`config.mk`:
```
export PLATFORM = sky130hd
export DESIGN_NAME = carrier_generator
export DESIGN_NICKNAME = d
export VERILOG_FILES = /design/src/rtl/carrier_generator.sv
export SDC_FILE = /design/constraint.sdc
export NUM_CORES = 1
export LEC_CHECK = 0
export BUFFER_PORTS_ARGS = -buffer_cell sky130_fd_sc_hd__buf_2
export CAP_MARGIN = 20
export CELL_PAD_IN_SITES_DETAIL_PLACEMENT = 1
export CELL_PAD_IN_SITES_GLOBAL_PLACEMENT = 2
export CORE_MARGIN = 5
export CORE_UTILIZATION = 33
export DETAILED_ROUTE_END_ITERATION = 12
export PLACE_DENSITY_LB_ADDON = 0.1
export SETUP_SLACK_MARGIN = 0.3
export SYNTH_ARGS = -nofsm -noshare
export SYNTH_HDL_FRONTEND = slang
export SYNTH_SLANG_ARGS = --single-unit
```
`constraint.sdc`:
```
create_clock -name clk -period 5.3 [get_ports clk]
set_clock_uncertainty 0.05 [all_clocks]
set_input_delay 0.53 -clock clk [delete_from_list [all_inputs] [get_ports clk]]
set_output_delay 0.53 -clock clk [all_outputs]
set_load 0.02 [all_outputs]
```
`src/rtl/carrier_generator.sv`:
```
// carrier_generator: prescaled up / down / up-down PWM carrier with
// one-clock min/max event pulses and a double-buffered period.
//
// The shadow period (period_active) is reloaded from period_in only when
// the carrier produces 0 (up, up-down) or when it wraps 0 -> top (down).
// A running cycle is therefore never truncated by a software write.
//
// Events are computed from the value the carrier is about to take and
// registered alongside it. min_evt and max_evt therefore line up with the
// clock on which carrier_out first shows the endpoint value.
module carrier_generator #(
  parameter int CARR_WIDTH  = 16,
  parameter int PRESC_WIDTH = 8
) (
  input  logic                   clk,
  input  logic                   reset,
  input  logic                   carr_onoff,
  input  logic [1:0]             carr_mode,
  input  logic [1:0]             count_mode,
  input  logic [CARR_WIDTH-1:0]  period_in,
  input  logic [CARR_WIDTH-1:0]  init_in,
  input  logic [PRESC_WIDTH-1:0] prescaler_in,
  output logic [CARR_WIDTH-1:0]  carrier_out,
  output logic                   dir_out,
  output logic                   min_evt,
  output logic                   max_evt,
  output logic                   carr_event,
  output logic [CARR_WIDTH-1:0]  period_active
);

  localparam logic [1:0] MODE_UP     = 2'd0;
  localparam logic [1:0] MODE_DOWN   = 2'd1;
  localparam logic [1:0] MODE_UPDOWN = 2'd2;

  localparam logic [1:0] CNT_MIN     = 2'd1;
  localparam logic [1:0] CNT_MAX     = 2'd2;
  localparam logic [1:0] CNT_MINMAX  = 2'd3;

  localparam logic [CARR_WIDTH-1:0]  C_ONE = {{(CARR_WIDTH-1){1'b0}}, 1'b1};
  localparam logic [PRESC_WIDTH-1:0] P_ONE = {{(PRESC_WIDTH-1){1'b0}}, 1'b1};

  logic [PRESC_WIDTH-1:0] presc_cnt;
  logic [PRESC_WIDTH-1:0] presc_nxt;
  logic                   running;
  logic                   tick;
  logic [CARR_WIDTH-1:0]  car_nxt;
  logic [CARR_WIDTH-1:0]  per_nxt;
  logic                   dir_nxt;
  logic                   min_nxt;
  logic                   max_nxt;
  logic                   evt_nxt;

  // Next-state computation: stopped reload, prescaler, and per-mode stepping.
  always_comb begin
    running   = carr_onoff && (carr_mode != 2'd3);
    tick      = running && (presc_cnt == prescaler_in);
    presc_nxt = presc_cnt + P_ONE;
    car_nxt   = carrier_out;
    dir_nxt   = dir_out;
    per_nxt   = period_active;
    min_nxt   = 1'b0;
    max_nxt   = 1'b0;

    if (!running) begin
      // Held: park at the start value and let the shadow follow software.
      presc_nxt = '0;
      car_nxt   = (init_in < period_in) ? init_in : period_in;
      per_nxt   = period_in;
      dir_nxt   = (carr_mode != MODE_DOWN);
    end else if (tick) begin
      presc_nxt = '0;
      case (carr_mode)
        MODE_UP: begin
          dir_nxt = 1'b1;
          car_nxt = (carrier_out >= period_active) ? '0 : carrier_out + C_ONE;
        end
        MODE_DOWN: begin
          dir_nxt = 1'b0;
          if (carrier_out == '0) begin
            // Wrap to the freshly requested top; this is the down-mode load point.
            car_nxt = period_in;
            per_nxt = period_in;
          end else begin
            car_nxt = carrier_out - C_ONE;
          end
        end
        default: begin
          // Up-down: reverse on the tick that lands on an endpoint.
          if (period_active == '0) begin
            car_nxt = '0;
            dir_nxt = ~dir_out;
          end else if (dir_out && (carrier_out < period_active)) begin
            car_nxt = carrier_out + C_ONE;
            dir_nxt = (car_nxt < period_active);
          end else if (dir_out) begin
            car_nxt = carrier_out - C_ONE;
            dir_nxt = (car_nxt == '0);
          end else if (carrier_out == '0) begin
            car_nxt = C_ONE;
            dir_nxt = (C_ONE < period_active);
          end else begin
            car_nxt = carrier_out - C_ONE;
            dir_nxt = (car_nxt == '0);
          end
        end
      endcase

      if ((car_nxt == '0) && (carr_mode != MODE_DOWN)) begin
        per_nxt = period_in;
      end
      min_nxt = (car_nxt == '0);
      max_nxt = (car_nxt == per_nxt);
    end

    case (count_mode)
      CNT_MIN:    evt_nxt = min_nxt;
      CNT_MAX:    evt_nxt = max_nxt;
      CNT_MINMAX: evt_nxt = min_nxt | max_nxt;
      default:    evt_nxt = 1'b0;
    endcase
  end

  // State and output registers; asynchronous reset returns everything to idle.
  always_ff @(posedge clk or posedge reset) begin
    if (reset) begin
      presc_cnt     <= '0;
      carrier_out   <= '0;
      dir_out       <= 1'b1;
      period_active <= '0;
      min_evt       <= 1'b0;
      max_evt       <= 1'b0;
      carr_event    <= 1'b0;
    end else begin
      presc_cnt     <= presc_nxt;
      carrier_out   <= car_nxt;
      dir_out       <= dir_nxt;
      period_active <= per_nxt;
      min_evt       <= min_nxt;
      max_evt       <= max_nxt;
      carr_event    <= evt_nxt;
    end
  end

  // Unused-in-logic constant kept for readability of the mode map.
  logic unused_mode_const;
  assign unused_mode_const = ^MODE_UPDOWN;

endmodule
```
# Word-level counts from Yosys, hierarchy flattened
# Cells that the tools add are included.
# totals
in_bits,47
ff_bits,44
output_inout_bits,36
elab_cells,68
# classes
n_reduce_logical,9
addsub,3
order_cmp,5
bitwise,2
muxes,33
n_eq_ne,9
# ops
cell,n
$mux W16,18
$logic_not A16 Y1,4
$lt A16 B16 Y1,3
$pmux W16 S2,1
$add A16 B1 Y16 const B,1
$eq A16 B16 Y1,1
$ge A16 B16 Y1,1
$lt A1 B16 Y1 const A,1
$mux W8,2
$sub A16 B1 Y16 const B,1
$mux W1,10
$add A8 B1 Y8 const B,1
$eq A8 B8 Y1,1
$eq A2 B1 Y1 const B,2
$eq A2 B2 Y1 const B,2
$logic_and A1 B1 Y1,4
$ne A2 B1 Y1 const B,2
$pmux W1 S3,1
$logic_not A2 Y1,1
$ne A2 B2 Y1 const B,1
$pmux W1 S2,1
$not A1 Y1,1
$or A1 B1 Y1,1

# Depth between registers and ports, before layout
# depth
depth_word,18
mapped_depth,19
mapped_depth_nobuf,17

# Worst setup path after synthesis
# No wires, ideal clock.
# synth_timing
kind,reg2reg
start,register period_active[14]
end,register max_evt
stages_incl_launch_ff,19
path_buffers,3
synth_period_minus_slack_ns,4.905
setup_ns,0.096
t_required_ns,5.154
t_arrival_ns,4.759
slack_ns,0.395
path_cell_list,dfrtp_1 > inv_1 > ha_1 > nand4_2 > or4_4 > o21ai_2 > a2111oi_2 > a221o_1 > nand3b_1 > or4_1 > buf_2 > o31a_1 > buf_6 > buf_8 > mux2i_1 > xnor2_1 > o2111ai_1 > or3_4 > nor4_2
# synth_via
elab_chain_cells,15
word_cells_on_any_way,20
cone_classes,2 x order compare; 1 x eq/ne; 13 x mux; 4 x reduce/logical
# synth_lines
element,line,source
"start, declared",28,output logic [CARR_WIDTH-1:0] period_active
"start signal, assigned",137,period_active <= per_nxt;
$lt A16 B16 Y1,92,end else if (dir_out && (carrier_out < period_active)) begin
$logic_and A1 B1 Y1,92,
$mux W16,92,
$mux W16,89,if (period_active == '0) begin
$pmux W16 S2,72,case (carr_mode)
$mux W16,70,end else if (tick) begin
$mux W16,64,if (!running) begin
$logic_not A16 Y1,108,if ((car_nxt == '0) && (carr_mode != MODE_DOWN)) begin
$logic_and A1 B1 Y1,108,
$mux W16,108,
$mux W16,70,
$mux W16,64,
$eq A16 B16 Y1 *,112,max_nxt = (car_nxt == per_nxt);
$mux W1 *,70,
$mux W1 *,64,
via max_nxt,50,logic max_nxt;
"end signal, assigned",139,max_evt <= max_nxt;
"end, declared",26,"output logic max_evt,"
# Mark *: on every way through the listed nets, which the timed path passes. The rest lies on a longest branch. The select of a mux whose other input is x is not followed.
# A chain may end at the register's enable or synchronous reset.

# Worst setup path after layout
# layout_timing
start,register period_active[13]
end,register carr_event
# layout_via
elab_chain_cells,17
word_cells_on_any_way,24
cone_classes,2 x order compare; 1 x eq/ne; 16 x mux; 1 x bitwise; 4 x reduce/logical
# layout_lines
element,line,source
$lt A16 B16 Y1,92,
$logic_and A1 B1 Y1,92,
$mux W16,92,
$mux W16,89,
$pmux W16 S2,72,
$mux W16,70,
$mux W16,64,
$logic_not A16 Y1,"108, 111",
(+2 left out),n/a,
$mux W16,70,
$mux W16,64,
$eq A16 B16 Y1,112,
$mux W1,70,
$mux W1,64,
$or A1 B1 Y1,118,CNT_MINMAX: evt_nxt = min_nxt | max_nxt;
$pmux W1 S3 *,115,case (count_mode)
via evt_nxt,51,logic evt_nxt;
"end signal, assigned",140,carr_event <= evt_nxt;
"end, declared",27,"output logic carr_event,"
# Marked as above.

==> impl_results.md <==
* Horizontal die dimension at roughly 130 µm
* Final slew viol count at 0
* Result of the run: completed
* Clock tree from TritonCTS: built
* Die outline area at 17900 µm²
* Setup TNS at 0 ns
* Buffering stage count on the worst path with inverters included at 1
* Most repeated library cell on the critical path: sky130_fd_sc_hd__or4_4
* Highest attainable clock frequency at 0.207 GHz
* Iteration count of the initial detailed-routing pass at 4
* Power density relative to cell area at 260 nW/µm²
* Required time of the critical path at 5.47 ns
* Cell chain of the critical path: inv_1 > ha_1 > nand4_2 > or4_4 > o21ai_4 > a2111oi_4 > a221o_1 > nand3b_1 > or4_4 > o31a_4 > mux2i_2 > xnor2_1 > nand4_1 > or4_1 > o21ai_1
* Antenna violations before repair at 0
* Fraction of layout instances using a drive strength above 1 at a little over a quarter
* Grt met2 use at roughly two fifths
* Post-DP Area at slightly below 6000 µm²
* Rows at between 40 and 50
* Cell Int Power at roughly 900 µW
* CP Class: reg -> reg
* Endpoint type of the worst setup path: flop
* Number of unique standard cell types used by synthesis at 74
* DR DRC count at 0
* Number of instances in the synthesized netlist at 623
* Actual slew at the worst max-slew pin at roughly 0.72 ns
* Layer carrying the most global-route usage: met2
* Detailed router's first-iteration violation count at 209
* # H-tree levels at 2
* Minimum clock period at slightly below 5 ns
* Buffers on Ports at 82
* Post-synthesis async set-or-reset flop share at between 90% and 100%
* Sequential share of the synthesized area at a little over a fifth
* Initial core utilization at 33.4%
* Routed vias at between 5000 and 6000
* Unrepaired setup endpoints after global routing: no
* Number of non-filler instances in the completed layout at between 900 and 1000
* CP Data Arrival Time at approximately 5.0 ns
* Post-synthesis area per instance at around 8.1 µm²
* Met1 usage at 33.8%
* Worst stage delay on the critical path at just over 0.6 ns
* Overall routed net length at approximately 22000 µm
* Portion of the clock cycle consumed by the worst path in the final layout at roughly nine tenths
* Post-synthesis sequential element count at 44
* Clock share of power at around 20%
* Final design instance area without fill at roughly 6300 µm²
* Die H at around 130 µm
* Area of the placeable core at roughly 15000 µm²
* Share of power burned in registers at around 24%
* Area growth from synthesis to final layout at 24.0%
* Switching power at 729 µW
* Worst path slowest cell: sky130_fd_sc_hd__or4_4
* Placed Cells at 911
* Count of nets after finishing at 841
* First-pass GRT wire length at 34100 µm
* IO Count at 83
* Number of inserted diodes at 0
* Final setup violation count at 0
* CTS Root Buffer Type: sky130_fd_sc_hd__clkbuf_16
* Post-DP HPWL at approximately 18000 µm
* Max Root-Sink Buffers at 2
* Number of filler cells placed in the layout at between 1500 and 2000
* Worst hold slack after final layout at 0.121 ns
* Startpoint class of the critical path: flop
* Clock-pin slew on the worst setup and hold paths at approximately 0.070 ns
* Lkg Pwr at between 2 and 3 nW
* Total CTS buffers at 5
* Max-slew headroom at the worst pin at between 50% and 60%
* Number of global-route vias before repair at approximately 5500
* Clock net sink count at 44
* Per-cell routed wire length at approximately 24 µm
* Synthesized area at 5060 µm²
* Hold Vio Cnt, Final at 0
* Combinational fraction of design power at between 50% and 60%
* Top delay family on crit path: simple AND/OR/NAND/NOR gates
* Post-detailed-route via-to-cell ratio at roughly 5.6
* RePlAce Congestion at between 0.9 and 1
* Switching power as a share of total power at ~45%
* Total gr overflow at 0
* Number of flops mapped to enable cells by yosys at 0
* Pin count of the biggest net entering global routing at 45
* Remaining antenna violation count at 0
* Count of warnings emitted by yosys at 0
* Skew-Pair Late Insertion Delay at around 0.30 ns
* Global-route usage over all layers at approximately 25%
* Dominant register cell in the synthesized netlist: sky130_fd_sc_hd__dfrtp_1
* Maximum resistive drop on vdd at about 0.12 mV
* Worst min-delay path class: in -> async
* Maximum fanout encountered on the critical timing path at 8
* Met3 Usage GRT at around 3.8%
* Net count after synthesis at about 720
* Total of max-cap violations at 0
power groups by stage:
stage | Clock [mW] | Combinational, mW | Sequential (mW)
after floorplan | 0 | 0.474 | 0.447
after global placement | 0 | 0.867 | 0.400
after detailed placement | 0 | 0.871 | 0.402
after CTS | 0.338 | 0.893 | 0.396
after global routing | 0.353 | 0.994 | 0.401
final | 0.323 | 0.911 | 0.397
logic make-up after synthesis:
group                      share of synthesized area [%]
xor gates and xnor gates                            9.34
AOI/OAI and AO/OA                                   22.9
buffers and inverters                               6.40
muxes                                               4.97
and+or+nand+nor                                     21.7
DFF                                                 21.8
adders and majority gates                           12.9
metal layers:
metal	vias to the layer above	wire [µm]	part of all wire [%]
met5	-	0	0
met4	0	462	2.1
met3	24	1010	4.6
met2	132	10400	47
met1	2556	10200	46
li1	2488	-	-
worst register-to-register path, cell delays in order, from the launching register on:
cell                        delay (ns)
sky130_fd_sc_hd__dfrtp_1          0.35
sky130_fd_sc_hd__inv_1            0.08
sky130_fd_sc_hd__ha_1             0.32
sky130_fd_sc_hd__nand4_2          0.17
sky130_fd_sc_hd__or4_4            0.62
sky130_fd_sc_hd__o21ai_4          0.20
sky130_fd_sc_hd__a2111oi_4        0.15
sky130_fd_sc_hd__a221o_1          0.40
sky130_fd_sc_hd__nand3b_1         0.18
sky130_fd_sc_hd__or4_4            0.55
sky130_fd_sc_hd__o31a_4           0.42
sky130_fd_sc_hd__mux2i_2          0.18
sky130_fd_sc_hd__xnor2_1          0.20
sky130_fd_sc_hd__nand4_1          0.19
sky130_fd_sc_hd__or4_1            0.55
sky130_fd_sc_hd__o21ai_1          0.14
sequential cells by signal, indices dropped and copies added (netlist names):
name	count
period_active	16
min_evt	1
presc_cnt	8
dir_out	1
carrier_out	16
max_evt	1
carr_event	1
cells in the final DEF (no fill, tap or decap), types with 3 or more instances in the layout:
master                      count
sky130_fd_sc_hd__o211ai_1       5
sky130_fd_sc_hd__nand2b_1       6
sky130_fd_sc_hd__o21ai_0       39
sky130_fd_sc_hd__or2_2          3
sky130_fd_sc_hd__xor2_1        24
sky130_fd_sc_hd__buf_4         59
sky130_fd_sc_hd__nor4_4         3
sky130_fd_sc_hd__buf_2         82
sky130_fd_sc_hd__o21ai_1        7
sky130_fd_sc_hd__dfrtp_1       40
sky130_fd_sc_hd__nand4_1       10
sky130_fd_sc_hd__nor2b_1       11
sky130_fd_sc_hd__a221oi_2       3
sky130_fd_sc_hd__a21o_1         7
sky130_fd_sc_hd__a211oi_1      22
sky130_fd_sc_hd__clkbuf_16      5
sky130_fd_sc_hd__mux2i_1       23
sky130_fd_sc_hd__a21oi_1       40
sky130_fd_sc_hd__nor2_1        44
sky130_fd_sc_hd__and3_1         8
sky130_fd_sc_hd__nor4_1        10
sky130_fd_sc_hd__o22ai_1        3
sky130_fd_sc_hd__nand3_1       14
sky130_fd_sc_hd__dfrtp_2        3
sky130_fd_sc_hd__and2_1         3
sky130_fd_sc_hd__o21a_1         5
sky130_fd_sc_hd__nand2_1       58
sky130_fd_sc_hd__a221o_1        3
sky130_fd_sc_hd__inv_1         40
sky130_fd_sc_hd__nor3_1         9
sky130_fd_sc_hd__xnor2_1       30
sky130_fd_sc_hd__or3_1          4
sky130_fd_sc_hd__ha_1          51
stage by stage:
stage / setup slack, ns / utilization, % / total power, mW
after global placement: 0.193 / 39.2 / 1.27
after global routing: 0.290 / 41.4 / 1.75
after floorplan: 0.395 / - / 0.921
final: 0.477 / 41.4 / 1.63
after detailed placement: 0.0880 / 39.2 / 1.27
after CTS: 0.326 / 40.6 / 1.63
final cells by class:
| cell class | instances | area (µm²) | share of cell area [%] |
|---|---|---|---|
| Multi-Input combinational cell | 506 | 3740 | 59.6 |
| Sequential cell | 44 | 1110 | 17.6 |
| Clock inverter | 3 | 18.8 | 0.299 |
| Timing Repair Buffer | 143 | 893 | 14.2 |
| Tap cell | 188 | 235 | 3.75 |
| Inverter | 42 | 158 | 2.51 |
| Clock buffer | 5 | 125 | 1.99 |
final timing paths:
check,end,from,depth (start not counted),slack (ns)
max in group asynchronous,dir_out,reset,3,4.50
min in group clk,period_active[3],period_in[3],3,0.42
hold / removal,period_active[2],reset,2,0.12
setup reg to reg,carr_event,period_active[13],15,0.48
setup / recovery,carr_event,period_active[13],15,0.48
hold reg to reg,presc_cnt[0],presc_cnt[0],1,0.48
what timing repair did:
item,4_1_cts,5_1_grt
setup endpoints to repair,2,2
buffers inserted,5,6
pin swaps,6,4
resized for setup,5,13
hold buffers,0,0
cell usage after synthesis (all sizes together), types with 3 or more instances:
library cell / n / area [µm²]
and2: 3 / 18.8
nor4: 15 / 136
o22ai: 3 / 18.8
nor2b: 11 / 68.8
ha: 52 / 651
or2: 4 / 27.5
dfrtp: 43 / 1080
xor2: 24 / 210
nand2b: 6 / 37.5
a221o: 3 / 30.0
a221oi: 5 / 62.6
nand3: 14 / 70.1
buf: 12 / 95.1
a211oi: 24 / 190
nand4: 12 / 87.6
nor2: 47 / 194
or3: 5 / 36.3
o21ai: 49 / 253
or4: 4 / 33.8
a21oi: 43 / 223
xnor2: 30 / 263
clkbuf: 19 / 71.3
nor3: 9 / 45.0
inv: 42 / 158
o21a: 5 / 37.5
a21o: 8 / 61.3
mux2i: 24 / 240
and3: 8 / 50.1
o211ai: 6 / 50.1
nand2: 58 / 218
No activity file was read; power rests on OpenSTA's default activity.
